## src/rtl/holy_axi_lite_arbiter_pkg.sv

```systemverilog
// Shared types for the 2-to-1 AXI-Lite arbiter: FSM states, bus widths and
// packed views of the master-driven (request) and slave-driven (response)
// halves of an AXI-Lite port.
package holy_core_pkg;

   localparam int unsigned AXIL_ADDR_W = 32;
   localparam int unsigned AXIL_DATA_W = 32;
   localparam int unsigned AXIL_STRB_W = AXIL_DATA_W / 8;

   typedef enum logic [2:0] {
      ARB_IDLE,
      ARB_RD_ADDR,
      ARB_RD_DATA,
      ARB_WR_ADDR,
      ARB_WR_DATA,
      ARB_WR_RESP
   } arb_state_t;

   // Signals driven by an AXI-Lite master, MSB first
   typedef struct packed {
      logic                   awvalid;
      logic [AXIL_ADDR_W-1:0] awaddr;
      logic                   wvalid;
      logic [AXIL_DATA_W-1:0] wdata;
      logic [AXIL_STRB_W-1:0] wstrb;
      logic                   bready;
      logic                   arvalid;
      logic [AXIL_ADDR_W-1:0] araddr;
      logic                   rready;
   } axil_req_t;

   // Signals driven by an AXI-Lite slave, MSB first
   typedef struct packed {
      logic                   awready;
      logic                   wready;
      logic                   bvalid;
      logic [1:0]             bresp;
      logic                   arready;
      logic                   rvalid;
      logic [AXIL_DATA_W-1:0] rdata;
      logic [1:0]             rresp;
   } axil_rsp_t;

   // First channel to serve for a freshly granted master
   function automatic arb_state_t first_txn_state(input logic arvalid,
                                                  input logic awvalid,
                                                  input logic read_first);
      if (arvalid && (!awvalid || read_first)) begin
         return ARB_RD_ADDR;
      end
      return ARB_WR_ADDR;
   endfunction

endpackage

```

## src/rtl/holy_axi_lite_arbiter_if.sv

```systemverilog
// AXI-Lite bus bundle. "master" is the view of the side issuing requests,
// "slave" the view of the side answering them.
interface axi_lite_if;
   import holy_core_pkg::*;

   logic                   awvalid;
   logic                   awready;
   logic [AXIL_ADDR_W-1:0] awaddr;
   logic                   wvalid;
   logic                   wready;
   logic [AXIL_DATA_W-1:0] wdata;
   logic [AXIL_STRB_W-1:0] wstrb;
   logic                   bvalid;
   logic                   bready;
   logic [1:0]             bresp;
   logic                   arvalid;
   logic                   arready;
   logic [AXIL_ADDR_W-1:0] araddr;
   logic                   rvalid;
   logic                   rready;
   logic [AXIL_DATA_W-1:0] rdata;
   logic [1:0]             rresp;

   modport master (
      output awvalid, awaddr, wvalid, wdata, wstrb, bready, arvalid, araddr, rready,
      input  awready, wready, bvalid, bresp, arready, rvalid, rdata, rresp
   );

   modport slave (
      input  awvalid, awaddr, wvalid, wdata, wstrb, bready, arvalid, araddr, rready,
      output awready, wready, bvalid, bresp, arready, rvalid, rdata, rresp
   );

endinterface

```

## src/rtl/holy_axi_lite_arbiter_rr_picker.sv

```systemverilog
// Two-way round-robin picker: a lone requester wins, a tie goes to the
// port that did not win last time.
module holy_rr_picker (
   input  logic [1:0] req_i,
   input  logic       last_grant_i,
   output logic       winner_o,
   output logic       any_req_o
);

   // Pure combinational selection
   always_comb begin
      any_req_o = |req_i;
      winner_o  = 1'b0;
      case (req_i)
         2'b01:   winner_o = 1'b0;
         2'b10:   winner_o = 1'b1;
         2'b11:   winner_o = ~last_grant_i;
         default: winner_o = 1'b0;
      endcase
   end

endmodule

```

## src/rtl/holy_axi_lite_arbiter.sv

```systemverilog
// 2-to-1 AXI-Lite arbiter with a single transaction in flight. One grant
// covers reads and writes; channels of the granted port are forwarded
// combinationally according to the FSM state, the idle port sees zeros.
module holy_axi_lite_arbiter
   import holy_core_pkg::*;
#(
   parameter bit READ_FIRST = 1'b1
) (
   input  logic             clk,
   input  logic             rst_n,
   axi_lite_if.slave        s0_axi_lite,
   axi_lite_if.slave        s1_axi_lite,
   axi_lite_if.master       m_axi_lite,
   output logic [1:0]       grant_o,
   output logic             busy_o
);

   arb_state_t state_q;
   logic       grant_q;
   logic       last_grant_q;
   logic       busy_q;
   logic [1:0] grant_oh_q;

   axil_req_t  s0_req, s1_req, sel_req, m_req;
   axil_rsp_t  m_rsp, g_rsp, s0_rsp, s1_rsp;

   logic       pick_winner;
   logic       pick_any;
   logic       win_arvalid;
   logic       win_awvalid;
   logic       ar_hs, r_hs, aw_hs, w_hs, b_hs;

   // Packed views of the interface ports
   assign s0_req = {s0_axi_lite.awvalid, s0_axi_lite.awaddr, s0_axi_lite.wvalid,
                    s0_axi_lite.wdata, s0_axi_lite.wstrb, s0_axi_lite.bready,
                    s0_axi_lite.arvalid, s0_axi_lite.araddr, s0_axi_lite.rready};
   assign s1_req = {s1_axi_lite.awvalid, s1_axi_lite.awaddr, s1_axi_lite.wvalid,
                    s1_axi_lite.wdata, s1_axi_lite.wstrb, s1_axi_lite.bready,
                    s1_axi_lite.arvalid, s1_axi_lite.araddr, s1_axi_lite.rready};
   assign m_rsp  = {m_axi_lite.awready, m_axi_lite.wready, m_axi_lite.bvalid,
                    m_axi_lite.bresp, m_axi_lite.arready, m_axi_lite.rvalid,
                    m_axi_lite.rdata, m_axi_lite.rresp};

   assign {m_axi_lite.awvalid, m_axi_lite.awaddr, m_axi_lite.wvalid,
           m_axi_lite.wdata, m_axi_lite.wstrb, m_axi_lite.bready,
           m_axi_lite.arvalid, m_axi_lite.araddr, m_axi_lite.rready} = m_req;
   assign {s0_axi_lite.awready, s0_axi_lite.wready, s0_axi_lite.bvalid,
           s0_axi_lite.bresp, s0_axi_lite.arready, s0_axi_lite.rvalid,
           s0_axi_lite.rdata, s0_axi_lite.rresp} = s0_rsp;
   assign {s1_axi_lite.awready, s1_axi_lite.wready, s1_axi_lite.bvalid,
           s1_axi_lite.bresp, s1_axi_lite.arready, s1_axi_lite.rvalid,
           s1_axi_lite.rdata, s1_axi_lite.rresp} = s1_rsp;

   holy_rr_picker u_picker (
      .req_i        ({s1_req.arvalid | s1_req.awvalid, s0_req.arvalid | s0_req.awvalid}),
      .last_grant_i (last_grant_q),
      .winner_o     (pick_winner),
      .any_req_o    (pick_any)
   );

   assign win_arvalid = pick_winner ? s1_req.arvalid : s0_req.arvalid;
   assign win_awvalid = pick_winner ? s1_req.awvalid : s0_req.awvalid;
   assign sel_req     = grant_q ? s1_req : s0_req;

   // Forward only the channel the current state owns; everything else is zero
   always_comb begin
      m_req = '0;
      g_rsp = '0;
      unique case (state_q)
         ARB_RD_ADDR: begin
            m_req.arvalid = sel_req.arvalid;
            m_req.araddr  = sel_req.araddr;
            g_rsp.arready = m_rsp.arready;
         end
         ARB_RD_DATA: begin
            m_req.rready  = sel_req.rready;
            g_rsp.rvalid  = m_rsp.rvalid;
            g_rsp.rdata   = m_rsp.rdata;
            g_rsp.rresp   = m_rsp.rresp;
         end
         ARB_WR_ADDR: begin
            m_req.awvalid = sel_req.awvalid;
            m_req.awaddr  = sel_req.awaddr;
            g_rsp.awready = m_rsp.awready;
         end
         ARB_WR_DATA: begin
            m_req.wvalid  = sel_req.wvalid;
            m_req.wdata   = sel_req.wdata;
            m_req.wstrb   = sel_req.wstrb;
            g_rsp.wready  = m_rsp.wready;
         end
         ARB_WR_RESP: begin
            m_req.bready  = sel_req.bready;
            g_rsp.bvalid  = m_rsp.bvalid;
            g_rsp.bresp   = m_rsp.bresp;
         end
         default: ;
      endcase
   end

   // Route slave responses to the granted port only
   assign s0_rsp = grant_q ? '0 : g_rsp;
   assign s1_rsp = grant_q ? g_rsp : '0;

   // Handshakes are gated by state through m_req
   assign ar_hs = m_req.arvalid & m_rsp.arready;
   assign r_hs  = m_rsp.rvalid  & m_req.rready;
   assign aw_hs = m_req.awvalid & m_rsp.awready;
   assign w_hs  = m_req.wvalid  & m_rsp.wready;
   assign b_hs  = m_rsp.bvalid  & m_req.bready;

   // Arbitration FSM; busy/grant outputs are registered alongside the state
   always_ff @(posedge clk or negedge rst_n) begin
      if (!rst_n) begin
         state_q      <= ARB_IDLE;
         grant_q      <= 1'b0;
         last_grant_q <= 1'b1;
         busy_q       <= 1'b0;
         grant_oh_q   <= '0;
      end else begin
         unique case (state_q)
            ARB_IDLE: begin
               if (pick_any) begin
                  grant_q      <= pick_winner;
                  last_grant_q <= pick_winner;
                  state_q      <= first_txn_state(win_arvalid, win_awvalid, READ_FIRST);
                  busy_q       <= 1'b1;
                  grant_oh_q   <= pick_winner ? 2'b10 : 2'b01;
               end
            end
            ARB_RD_ADDR: if (ar_hs) state_q <= ARB_RD_DATA;
            ARB_RD_DATA: begin
               if (r_hs) begin
                  state_q    <= ARB_IDLE;
                  busy_q     <= 1'b0;
                  grant_oh_q <= '0;
               end
            end
            ARB_WR_ADDR: if (aw_hs) state_q <= ARB_WR_DATA;
            ARB_WR_DATA: if (w_hs) state_q <= ARB_WR_RESP;
            ARB_WR_RESP: begin
               if (b_hs) begin
                  state_q    <= ARB_IDLE;
                  busy_q     <= 1'b0;
                  grant_oh_q <= '0;
               end
            end
            default: begin
               state_q    <= ARB_IDLE;
               busy_q     <= 1'b0;
               grant_oh_q <= '0;
            end
         endcase
      end
   end

   assign busy_o  = busy_q;
   assign grant_o = grant_oh_q;

endmodule

```

## src/flat_wrapper.sv

```systemverilog
// flat-port wrapper written by rule: the top's interface ports become plain ports
module holy_axi_lite_arbiter_flat import holy_core_pkg::*;
#(
   parameter bit READ_FIRST = 1'b1
)
  (clk, rst_n, grant_o, busy_o, s0_axi_lite_awvalid, s0_axi_lite_awaddr, s0_axi_lite_wvalid, s0_axi_lite_wdata, s0_axi_lite_wstrb, s0_axi_lite_bready, s0_axi_lite_arvalid, s0_axi_lite_araddr, s0_axi_lite_rready, s0_axi_lite_awready, s0_axi_lite_wready, s0_axi_lite_bvalid, s0_axi_lite_bresp, s0_axi_lite_arready, s0_axi_lite_rvalid, s0_axi_lite_rdata, s0_axi_lite_rresp, s1_axi_lite_awvalid, s1_axi_lite_awaddr, s1_axi_lite_wvalid, s1_axi_lite_wdata, s1_axi_lite_wstrb, s1_axi_lite_bready, s1_axi_lite_arvalid, s1_axi_lite_araddr, s1_axi_lite_rready, s1_axi_lite_awready, s1_axi_lite_wready, s1_axi_lite_bvalid, s1_axi_lite_bresp, s1_axi_lite_arready, s1_axi_lite_rvalid, s1_axi_lite_rdata, s1_axi_lite_rresp, m_axi_lite_awvalid, m_axi_lite_awaddr, m_axi_lite_wvalid, m_axi_lite_wdata, m_axi_lite_wstrb, m_axi_lite_bready, m_axi_lite_arvalid, m_axi_lite_araddr, m_axi_lite_rready, m_axi_lite_awready, m_axi_lite_wready, m_axi_lite_bvalid, m_axi_lite_bresp, m_axi_lite_arready, m_axi_lite_rvalid, m_axi_lite_rdata, m_axi_lite_rresp);
  axi_lite_if s0_axi_lite_i ();
  axi_lite_if s1_axi_lite_i ();
  axi_lite_if m_axi_lite_i ();
  input  logic clk;
  input  logic rst_n;
  output logic [1:0] grant_o;
  output logic busy_o;
  input wire logic [$bits(s0_axi_lite_i.awvalid)-1:0] s0_axi_lite_awvalid;
  input wire logic [$bits(s0_axi_lite_i.awaddr)-1:0] s0_axi_lite_awaddr;
  input wire logic [$bits(s0_axi_lite_i.wvalid)-1:0] s0_axi_lite_wvalid;
  input wire logic [$bits(s0_axi_lite_i.wdata)-1:0] s0_axi_lite_wdata;
  input wire logic [$bits(s0_axi_lite_i.wstrb)-1:0] s0_axi_lite_wstrb;
  input wire logic [$bits(s0_axi_lite_i.bready)-1:0] s0_axi_lite_bready;
  input wire logic [$bits(s0_axi_lite_i.arvalid)-1:0] s0_axi_lite_arvalid;
  input wire logic [$bits(s0_axi_lite_i.araddr)-1:0] s0_axi_lite_araddr;
  input wire logic [$bits(s0_axi_lite_i.rready)-1:0] s0_axi_lite_rready;
  output wire logic [$bits(s0_axi_lite_i.awready)-1:0] s0_axi_lite_awready;
  output wire logic [$bits(s0_axi_lite_i.wready)-1:0] s0_axi_lite_wready;
  output wire logic [$bits(s0_axi_lite_i.bvalid)-1:0] s0_axi_lite_bvalid;
  output wire logic [$bits(s0_axi_lite_i.bresp)-1:0] s0_axi_lite_bresp;
  output wire logic [$bits(s0_axi_lite_i.arready)-1:0] s0_axi_lite_arready;
  output wire logic [$bits(s0_axi_lite_i.rvalid)-1:0] s0_axi_lite_rvalid;
  output wire logic [$bits(s0_axi_lite_i.rdata)-1:0] s0_axi_lite_rdata;
  output wire logic [$bits(s0_axi_lite_i.rresp)-1:0] s0_axi_lite_rresp;
  input wire logic [$bits(s1_axi_lite_i.awvalid)-1:0] s1_axi_lite_awvalid;
  input wire logic [$bits(s1_axi_lite_i.awaddr)-1:0] s1_axi_lite_awaddr;
  input wire logic [$bits(s1_axi_lite_i.wvalid)-1:0] s1_axi_lite_wvalid;
  input wire logic [$bits(s1_axi_lite_i.wdata)-1:0] s1_axi_lite_wdata;
  input wire logic [$bits(s1_axi_lite_i.wstrb)-1:0] s1_axi_lite_wstrb;
  input wire logic [$bits(s1_axi_lite_i.bready)-1:0] s1_axi_lite_bready;
  input wire logic [$bits(s1_axi_lite_i.arvalid)-1:0] s1_axi_lite_arvalid;
  input wire logic [$bits(s1_axi_lite_i.araddr)-1:0] s1_axi_lite_araddr;
  input wire logic [$bits(s1_axi_lite_i.rready)-1:0] s1_axi_lite_rready;
  output wire logic [$bits(s1_axi_lite_i.awready)-1:0] s1_axi_lite_awready;
  output wire logic [$bits(s1_axi_lite_i.wready)-1:0] s1_axi_lite_wready;
  output wire logic [$bits(s1_axi_lite_i.bvalid)-1:0] s1_axi_lite_bvalid;
  output wire logic [$bits(s1_axi_lite_i.bresp)-1:0] s1_axi_lite_bresp;
  output wire logic [$bits(s1_axi_lite_i.arready)-1:0] s1_axi_lite_arready;
  output wire logic [$bits(s1_axi_lite_i.rvalid)-1:0] s1_axi_lite_rvalid;
  output wire logic [$bits(s1_axi_lite_i.rdata)-1:0] s1_axi_lite_rdata;
  output wire logic [$bits(s1_axi_lite_i.rresp)-1:0] s1_axi_lite_rresp;
  output wire logic [$bits(m_axi_lite_i.awvalid)-1:0] m_axi_lite_awvalid;
  output wire logic [$bits(m_axi_lite_i.awaddr)-1:0] m_axi_lite_awaddr;
  output wire logic [$bits(m_axi_lite_i.wvalid)-1:0] m_axi_lite_wvalid;
  output wire logic [$bits(m_axi_lite_i.wdata)-1:0] m_axi_lite_wdata;
  output wire logic [$bits(m_axi_lite_i.wstrb)-1:0] m_axi_lite_wstrb;
  output wire logic [$bits(m_axi_lite_i.bready)-1:0] m_axi_lite_bready;
  output wire logic [$bits(m_axi_lite_i.arvalid)-1:0] m_axi_lite_arvalid;
  output wire logic [$bits(m_axi_lite_i.araddr)-1:0] m_axi_lite_araddr;
  output wire logic [$bits(m_axi_lite_i.rready)-1:0] m_axi_lite_rready;
  input wire logic [$bits(m_axi_lite_i.awready)-1:0] m_axi_lite_awready;
  input wire logic [$bits(m_axi_lite_i.wready)-1:0] m_axi_lite_wready;
  input wire logic [$bits(m_axi_lite_i.bvalid)-1:0] m_axi_lite_bvalid;
  input wire logic [$bits(m_axi_lite_i.bresp)-1:0] m_axi_lite_bresp;
  input wire logic [$bits(m_axi_lite_i.arready)-1:0] m_axi_lite_arready;
  input wire logic [$bits(m_axi_lite_i.rvalid)-1:0] m_axi_lite_rvalid;
  input wire logic [$bits(m_axi_lite_i.rdata)-1:0] m_axi_lite_rdata;
  input wire logic [$bits(m_axi_lite_i.rresp)-1:0] m_axi_lite_rresp;
  assign s0_axi_lite_i.awvalid = s0_axi_lite_awvalid;
  assign s0_axi_lite_i.awaddr = s0_axi_lite_awaddr;
  assign s0_axi_lite_i.wvalid = s0_axi_lite_wvalid;
  assign s0_axi_lite_i.wdata = s0_axi_lite_wdata;
  assign s0_axi_lite_i.wstrb = s0_axi_lite_wstrb;
  assign s0_axi_lite_i.bready = s0_axi_lite_bready;
  assign s0_axi_lite_i.arvalid = s0_axi_lite_arvalid;
  assign s0_axi_lite_i.araddr = s0_axi_lite_araddr;
  assign s0_axi_lite_i.rready = s0_axi_lite_rready;
  assign s0_axi_lite_awready = s0_axi_lite_i.awready;
  assign s0_axi_lite_wready = s0_axi_lite_i.wready;
  assign s0_axi_lite_bvalid = s0_axi_lite_i.bvalid;
  assign s0_axi_lite_bresp = s0_axi_lite_i.bresp;
  assign s0_axi_lite_arready = s0_axi_lite_i.arready;
  assign s0_axi_lite_rvalid = s0_axi_lite_i.rvalid;
  assign s0_axi_lite_rdata = s0_axi_lite_i.rdata;
  assign s0_axi_lite_rresp = s0_axi_lite_i.rresp;
  assign s1_axi_lite_i.awvalid = s1_axi_lite_awvalid;
  assign s1_axi_lite_i.awaddr = s1_axi_lite_awaddr;
  assign s1_axi_lite_i.wvalid = s1_axi_lite_wvalid;
  assign s1_axi_lite_i.wdata = s1_axi_lite_wdata;
  assign s1_axi_lite_i.wstrb = s1_axi_lite_wstrb;
  assign s1_axi_lite_i.bready = s1_axi_lite_bready;
  assign s1_axi_lite_i.arvalid = s1_axi_lite_arvalid;
  assign s1_axi_lite_i.araddr = s1_axi_lite_araddr;
  assign s1_axi_lite_i.rready = s1_axi_lite_rready;
  assign s1_axi_lite_awready = s1_axi_lite_i.awready;
  assign s1_axi_lite_wready = s1_axi_lite_i.wready;
  assign s1_axi_lite_bvalid = s1_axi_lite_i.bvalid;
  assign s1_axi_lite_bresp = s1_axi_lite_i.bresp;
  assign s1_axi_lite_arready = s1_axi_lite_i.arready;
  assign s1_axi_lite_rvalid = s1_axi_lite_i.rvalid;
  assign s1_axi_lite_rdata = s1_axi_lite_i.rdata;
  assign s1_axi_lite_rresp = s1_axi_lite_i.rresp;
  assign m_axi_lite_awvalid = m_axi_lite_i.awvalid;
  assign m_axi_lite_awaddr = m_axi_lite_i.awaddr;
  assign m_axi_lite_wvalid = m_axi_lite_i.wvalid;
  assign m_axi_lite_wdata = m_axi_lite_i.wdata;
  assign m_axi_lite_wstrb = m_axi_lite_i.wstrb;
  assign m_axi_lite_bready = m_axi_lite_i.bready;
  assign m_axi_lite_arvalid = m_axi_lite_i.arvalid;
  assign m_axi_lite_araddr = m_axi_lite_i.araddr;
  assign m_axi_lite_rready = m_axi_lite_i.rready;
  assign m_axi_lite_i.awready = m_axi_lite_awready;
  assign m_axi_lite_i.wready = m_axi_lite_wready;
  assign m_axi_lite_i.bvalid = m_axi_lite_bvalid;
  assign m_axi_lite_i.bresp = m_axi_lite_bresp;
  assign m_axi_lite_i.arready = m_axi_lite_arready;
  assign m_axi_lite_i.rvalid = m_axi_lite_rvalid;
  assign m_axi_lite_i.rdata = m_axi_lite_rdata;
  assign m_axi_lite_i.rresp = m_axi_lite_rresp;
  holy_axi_lite_arbiter #(.READ_FIRST(READ_FIRST)) u_core (.clk(clk), .rst_n(rst_n), .s0_axi_lite(s0_axi_lite_i), .s1_axi_lite(s1_axi_lite_i), .m_axi_lite(m_axi_lite_i), .grant_o(grant_o), .busy_o(busy_o));
endmodule
```

## config.mk

```make
export PLATFORM = sky130hd
export DESIGN_NAME = holy_axi_lite_arbiter_flat
export DESIGN_NICKNAME = d
export VERILOG_FILES = /design/src/rtl/holy_axi_lite_arbiter_pkg.sv /design/src/rtl/holy_axi_lite_arbiter_if.sv /design/src/rtl/holy_axi_lite_arbiter_rr_picker.sv /design/src/rtl/holy_axi_lite_arbiter.sv /design/src/flat_wrapper.sv
export SDC_FILE = /design/constraint.sdc
export NUM_CORES = 1
export LEC_CHECK = 0
export ABC_CLOCK_PERIOD_IN_PS = 1560
export CORE_AREA = 8 8 166 168
export DETAILED_ROUTE_END_ITERATION = 10
export DIE_AREA = 0 0 174 176
export GPL_ROUTABILITY_DRIVEN = 0
export GPL_TIMING_DRIVEN = 0
export PLACE_DENSITY = 0.49
export SLEW_MARGIN = 15
export SYNTH_ARGS = -nofsm -noshare
export SYNTH_HDL_FRONTEND = slang
export SYNTH_SLANG_ARGS = --single-unit
```

## constraint.sdc

```tcl
create_clock -name clk -period 1.56 [get_ports clk]
set_input_delay 0.234 -clock clk [delete_from_list [all_inputs] [get_ports clk]]
set_output_delay 0.234 -clock clk [all_outputs]
set_load 0.05 [all_outputs]
```

[Yosys cells after proc, flatten, opt, wreduce, memory -nomap -nowiden]
Cells that the tools add are included.
Storage, ports and cells
  input port bits: 253
  output and inout bits: 190
  register bits after elaboration: 8
Cells by class
  reduce and logical (&&, ||, !) cells: 6
  mux-type cells: 36
  equal/unequal tests: 13
  bitwise gates (word level): 9
Operators with widths (number)
  $mux W105: 1
  $mux W41: 2
  $mux W33: 2
  $mux W37: 1
  $mux W35: 1
  $mux W3: 9
  $pmux W3 S6: 1
  $mux W1: 12
  $ne A2 B1 Y1 const B: 6
  $mux W2: 4
  $pmux W2 S4: 1
  $eq A3 B2 Y1 const B: 2
  $eq A3 B3 Y1 const B: 2
  $reduce_and A6 Y1: 1
  $and A1 B1 Y1: 5
  $eq A2 B2 Y1 const B: 2
  $pmux W1 S4: 1
  $reduce_and A4 Y1: 1
  $eq A3 B1 Y1 const B: 1
  $logic_not A3 Y1: 1
  $reduce_or A3 Y1: 1
  $not A1 Y1: 2
  $or A1 B1 Y1: 2
  $pmux W1 S2: 1
  2 further kinds: 2

[Longest topological paths before layout]
  depth after elaboration: 10
  mapped depth: 6
  gate-level depth less buffers: 5

[Modules after synthesis]
A second synthesis with hierarchy kept.
Second synthesis, totals
  cell total of the unflattened synthesis: 393
  area, all modules: 2691.3 um^2
By module, submodules not included
  holy_axi_lite_arbiter: cells each 391, area an instance 2677.6 um^2, sequential area each 201.4 um^2, times used 1
  holy_rr_picker: cells each 2, area an instance 13.8 um^2, sequential area each 0.0 um^2, times used 1

[Worst setup path after synthesis]
Ideal clock, no wire load.
  path kind: reg2out
  start point: reg u_core.grant_q
  end point: out s0_axi_lite_arready
  arrival time: 2.130 ns
  buffers on the path: 3
  slack: -0.804 ns
  cell stages (with the launch flop): 5
  cells stage by stage: dfrtp_1 buf_4 buf_2 clkbuf_1 nor3b_1
On the way
  cells in the longest elaborated chain, start to end: 1
RTL lines
  start: declaration: line holy_axi_lite_arbiter.sv:19  | logic grant_q;
  start signal: assignment: line holy_axi_lite_arbiter.sv:124  | grant_q <= pick_winner;
  $mux W41: line holy_axi_lite_arbiter.sv:102  | assign s0_rsp = grant_q ? '0 : g_rsp;
  end: declaration: line flat_wrapper.sv:27  | output wire logic [$bits(s0_axi_lite_i.arready)-1:0] s0_axi_lite_arready;
Every way passes these cells.

[Worst setup path after layout]
  start point: reg u_core.state_q[0]
  end point: out s1_axi_lite_rdata[13]
On the way
  cells in the longest elaborated chain, start to end: 3
RTL lines
  start: declaration: line holy_axi_lite_arbiter.sv:18  | arb_state_t state_q;
  start signal: assignment: line holy_axi_lite_arbiter.sv:126  | state_q <= first_txn_state(win_arvalid, win_awvalid, READ_FIRST);
  $eq A3 B2 Y1: line holy_axi_lite_arbiter.sv:69  | unique case (state_q)
  $mux W35: line holy_axi_lite_arbiter.sv:69
  $mux W41: line holy_axi_lite_arbiter.sv:103  | assign s1_rsp = grant_q ? g_rsp : '0;
  end: declaration: line flat_wrapper.sv:46  | output wire logic [$bits(s1_axi_lite_i.rdata)-1:0] s1_axi_lite_rdata;
Every way passes these cells.

==> flow_metrics.env <==
export IMPL_num_io_pins=443
export IMPL_dp_worst_setup_slack_ns=-1.368
export IMPL_die_area_mm2=0.03062
export IMPL_cts_buffer_depth=2
export IMPL_final_cells=1278
export IMPL_globalRouteTotalUtil_pct=15.67
export IMPL_ys_ff_latch=8
export IMPL_violations="setup timing"
export IMPL_cts_tree="built"
export IMPL_start_util_pct=10.94
export IMPL_min_path_type="input port to asynchronous set/reset pin"
export IMPL_cts_root_buffer="clkbuf_16"
export IMPL_cts_hold_buf=0
export IMPL_grt_ovfl_total=0
export IMPL_use_met3_pct=4.978
export IMPL_drt_initial_drc_count=148
export IMPL_syn_avg_cell_area_um2=6.980
export IMPL_status="finished, violations left"
export IMPL_synth_area_leader_cell="mux2i_1"
export IMPL_cp_start_kind="register"
export IMPL_skew_ns=0.001799
export IMPL_setup_worst_path_start="u_core.state_q[0]$_DFFE_PN0P_"
export IMPL_areaGrowthSynthToFinish_pct=351.5
export IMPL_core_area_mm2=0.02482
export IMPL_synth_simple_area_share_pct=41.52
export IMPL_fill_cells=2205
export IMPL_antenna_found_initial=0
export IMPL_synth_adder_area_share_pct=0
export IMPL_clk_pin_slew_ns=0.04
export IMPL_num_vias=5200
export IMPL_worst_pin_slew_ns=0.5044
export IMPL_min_period_ns=2.117
export IMPL_yosys_warnings=0
export IMPL_drv_cap=0
export IMPL_grt_met2_usage_pct=30.18
export IMPL_synthCells=389
export IMPL_dpl_cell_area_mm2=0.008330
export IMPL_final_common_cell="clkdlybuf4s50_1"
export IMPL_synth_area_leaders="mux2i_1 (39%), nor2_1 (15%), and3_1 (9.0%)"
export IMPL_synth_distinct_cells=37
export IMPL_wl_um=27750
export IMPL_critPathKind="register to primary output"
export IMPL_drc=0
export IMPL_die_y_um=176
export IMPL_muxShareOfSynthArea_pct=39.82
export IMPL_fmax_mhz=472.3
export IMPL_wl_per_cell_um=21.71
export IMPL_grt_use_met1_pct=16.82
export IMPL_rsz0062_at_grt="yes"
export IMPL_synth_top_area_share_pct=38.71
export IMPL_synth_xor_area_share_pct=0
export IMPL_dieWidth_um=174
export IMPL_required_ns=1.33
export IMPL_maxSlewHeadroom_pct=66.51
export IMPL_io_buffer_count=442
export IMPL_fp_row_count=58
export IMPL_final_util_pct=49.40
export IMPL_synth_compound_area_share_pct=4.516
export IMPL_fin_hold_ws_ns=0.2923
export IMPL_clk_insertion_delay_late_ns=0.23
export IMPL_finalPower_mw=19.69
export IMPL_worstReg2RegStart="u_core.state_q[0]$_DFFE_PN0P_"
export IMPL_post_route_period_util_pct=135.7
export IMPL_ff2ff_path_depth=10
export IMPL_crit_path_end_kind="primary output"
export IMPL_htreeDepth=1
export IMPL_design_area_mm2=0.01226
export IMPL_ir_worst_vdd_mv=0.7015
export IMPL_setup_violations=193
export IMPL_nNetsFinal=1202
export IMPL_n_antenna_cell=0
export IMPL_p_per_area_mw_per_mm2=1606
export IMPL_hold_violations=0
export IMPL_grt_pass1_vias=5653
export IMPL_syn_num_nets=642
export IMPL_final_antenna_net_count=0
export IMPL_drv_slew=0
export IMPL_drive_gt1_share_pct=65.72
export IMPL_numCtsBuffers=3
export IMPL_grt_busiest_layer="met2"
export IMPL_cp_max_fo=7
export IMPL_cts_sinks=8
export IMPL_placedCellCount=1161
export IMPL_hpwl_um=20730
export IMPL_viasPerCell=4.069
export IMPL_grt_pass1_wl_um=37110
export IMPL_final_cell_mix="clkdlybuf4s50_1 (249), buf_8 (152), nor2_4 (93), buf_6 (91), mux2i_4 (53)"
export IMPL_synth_area_mm2=0.002715
export IMPL_arrival_ns=1.88
export IMPL_dr_pass1_iters=4
export IMPL_synth_top_family_by_area="simple AND/OR/NAND/NOR gates"
export IMPL_fin_tns_setup_ns=-78.63
export IMPL_grt_max_degree=11
export IMPL_seq_area_frac_synth_pct=7.419
export IMPL_finalWorstSetupSlack_ns=-0.5572
export IMPL_p_leak_nw=4.818
logic make-up (layout without fill, tap and decap cells):
group,count (synthesis),in the layout
and+or+nand+nor,218,219
muxes,107,107
buffers and inverters,39,597
AOI/OAI and AO/OA,17,17
DFF,8,8
worst paths after layout:
path | end | slack (ns)
min in group clk | u_core.last_grant_q$_DFFE_PN1P_ | 0.48
hold reg to reg | u_core.last_grant_q$_DFFE_PN1P_ | 0.48
max in group asynchronous | u_core.last_grant_q$_DFFE_PN1P_ | 0.95
setup reg to reg | u_core.state_q[1]$_DFFE_PN0P_ | -0.34
setup / recovery | s1_axi_lite_rdata[13] | -0.56
hold / removal | u_core.busy_o$_DFFE_PN0P_ | 0.29
area by class of cell:
| class | instances | area (um^2) | area share, % |
|---|---|---|---|
| Tap cell | 330 | 412.9 | 3.368 |
| Clock buffer | 4 | 78.83 | 0.6430 |
| Timing Repair Buffer | 559 | 6726 | 54.87 |
| Sequential cell | 8 | 202.7 | 1.653 |
| Multi-Input combinational cell | 343 | 4245 | 34.63 |
| Buffer | 31 | 581.8 | 4.746 |
| Inverter | 3 | 11.26 | 0.09186 |
registers in the layout, indices dropped and copies added, names as in the netlist:
name                 flops
u_core.state_q           3
u_core.grant_o           2
u_core.busy_o            1
u_core.grant_q           1
u_core.last_grant_q      1
where the power goes:
part	total [mW]	switching, mW	leakage [nW]	internal, mW
registers	0.410	0.0893	0.0959	0.321
logic	18.8	9.33	4.68	9.51
clock network	0.444	0.104	0.0382	0.341
total	19.7	9.52	4.82	10.2
per-layer routing:
| metal | up-vias | part of all wire (%) | wire length, um |
|---|---|---|---|
| met4 | 0 | 1.3 | 373 |
| met5 | - | 0 | 0 |
| met3 | 21 | 8.0 | 2223 |
| met1 | 2411 | 37 | 10270 |
| met2 | 290 | 54 | 14870 |
| li1 | 2478 | - | - |
worst max-delay path, cell delays in order (launching register included):
cell and delay [ns]:
dfrtp_1 0.40, buf_6 0.13, buf_6 0.10, nor3b_4 0.16, buf_6 0.14, buf_6 0.13, buf_8 0.11, buf_6 0.12
and3_4 0.20, buf_8 0.14
cell usage after synthesis:
| library cell | number |
|---|---|
| clkbuf_1 | 15 |
| buf_1 | 3 |
| nand3b_4 | 2 |
| or4_4 | 1 |
| inv_1 | 3 |
| o221ai_2 | 1 |
| and4_1 | 2 |
| nor3_1 | 5 |
| o21ai_2 | 1 |
| a21oi_1 | 1 |
| dfrtp_1 | 7 |
| a22oi_1 | 2 |
| nor3b_1 | 4 |
| and3_1 | 39 |
| dfstp_2 | 1 |
| o21ai_4 | 1 |
| buf_4 | 3 |
| clkbuf_2 | 3 |
| or3b_1 | 2 |
| and2b_2 | 1 |
| o21ai_0 | 8 |
| nand3_1 | 1 |
| and3b_1 | 1 |
| mux2i_1 | 105 |
| nand2_1 | 12 |
| nor2_1 | 107 |
| nand2b_4 | 1 |
| nor3b_2 | 1 |
| and2_1 | 35 |
| or2b_1 | 1 |
| o21a_1 | 2 |
| buf_6 | 1 |
| nor2_2 | 2 |
| mux2_4 | 2 |
| a211oi_1 | 1 |
| buf_2 | 11 |
| nand3b_1 | 1 |
repair_timing:
item | CTS | global route
pin swaps | 26 | 75
setup endpoints to repair | 195 | 193
setup buffers | 55 | 48
gates resized for setup | 1586 | 343
cloned | 11 | 11
Note: power is estimated with default switching activity, not from simulation.
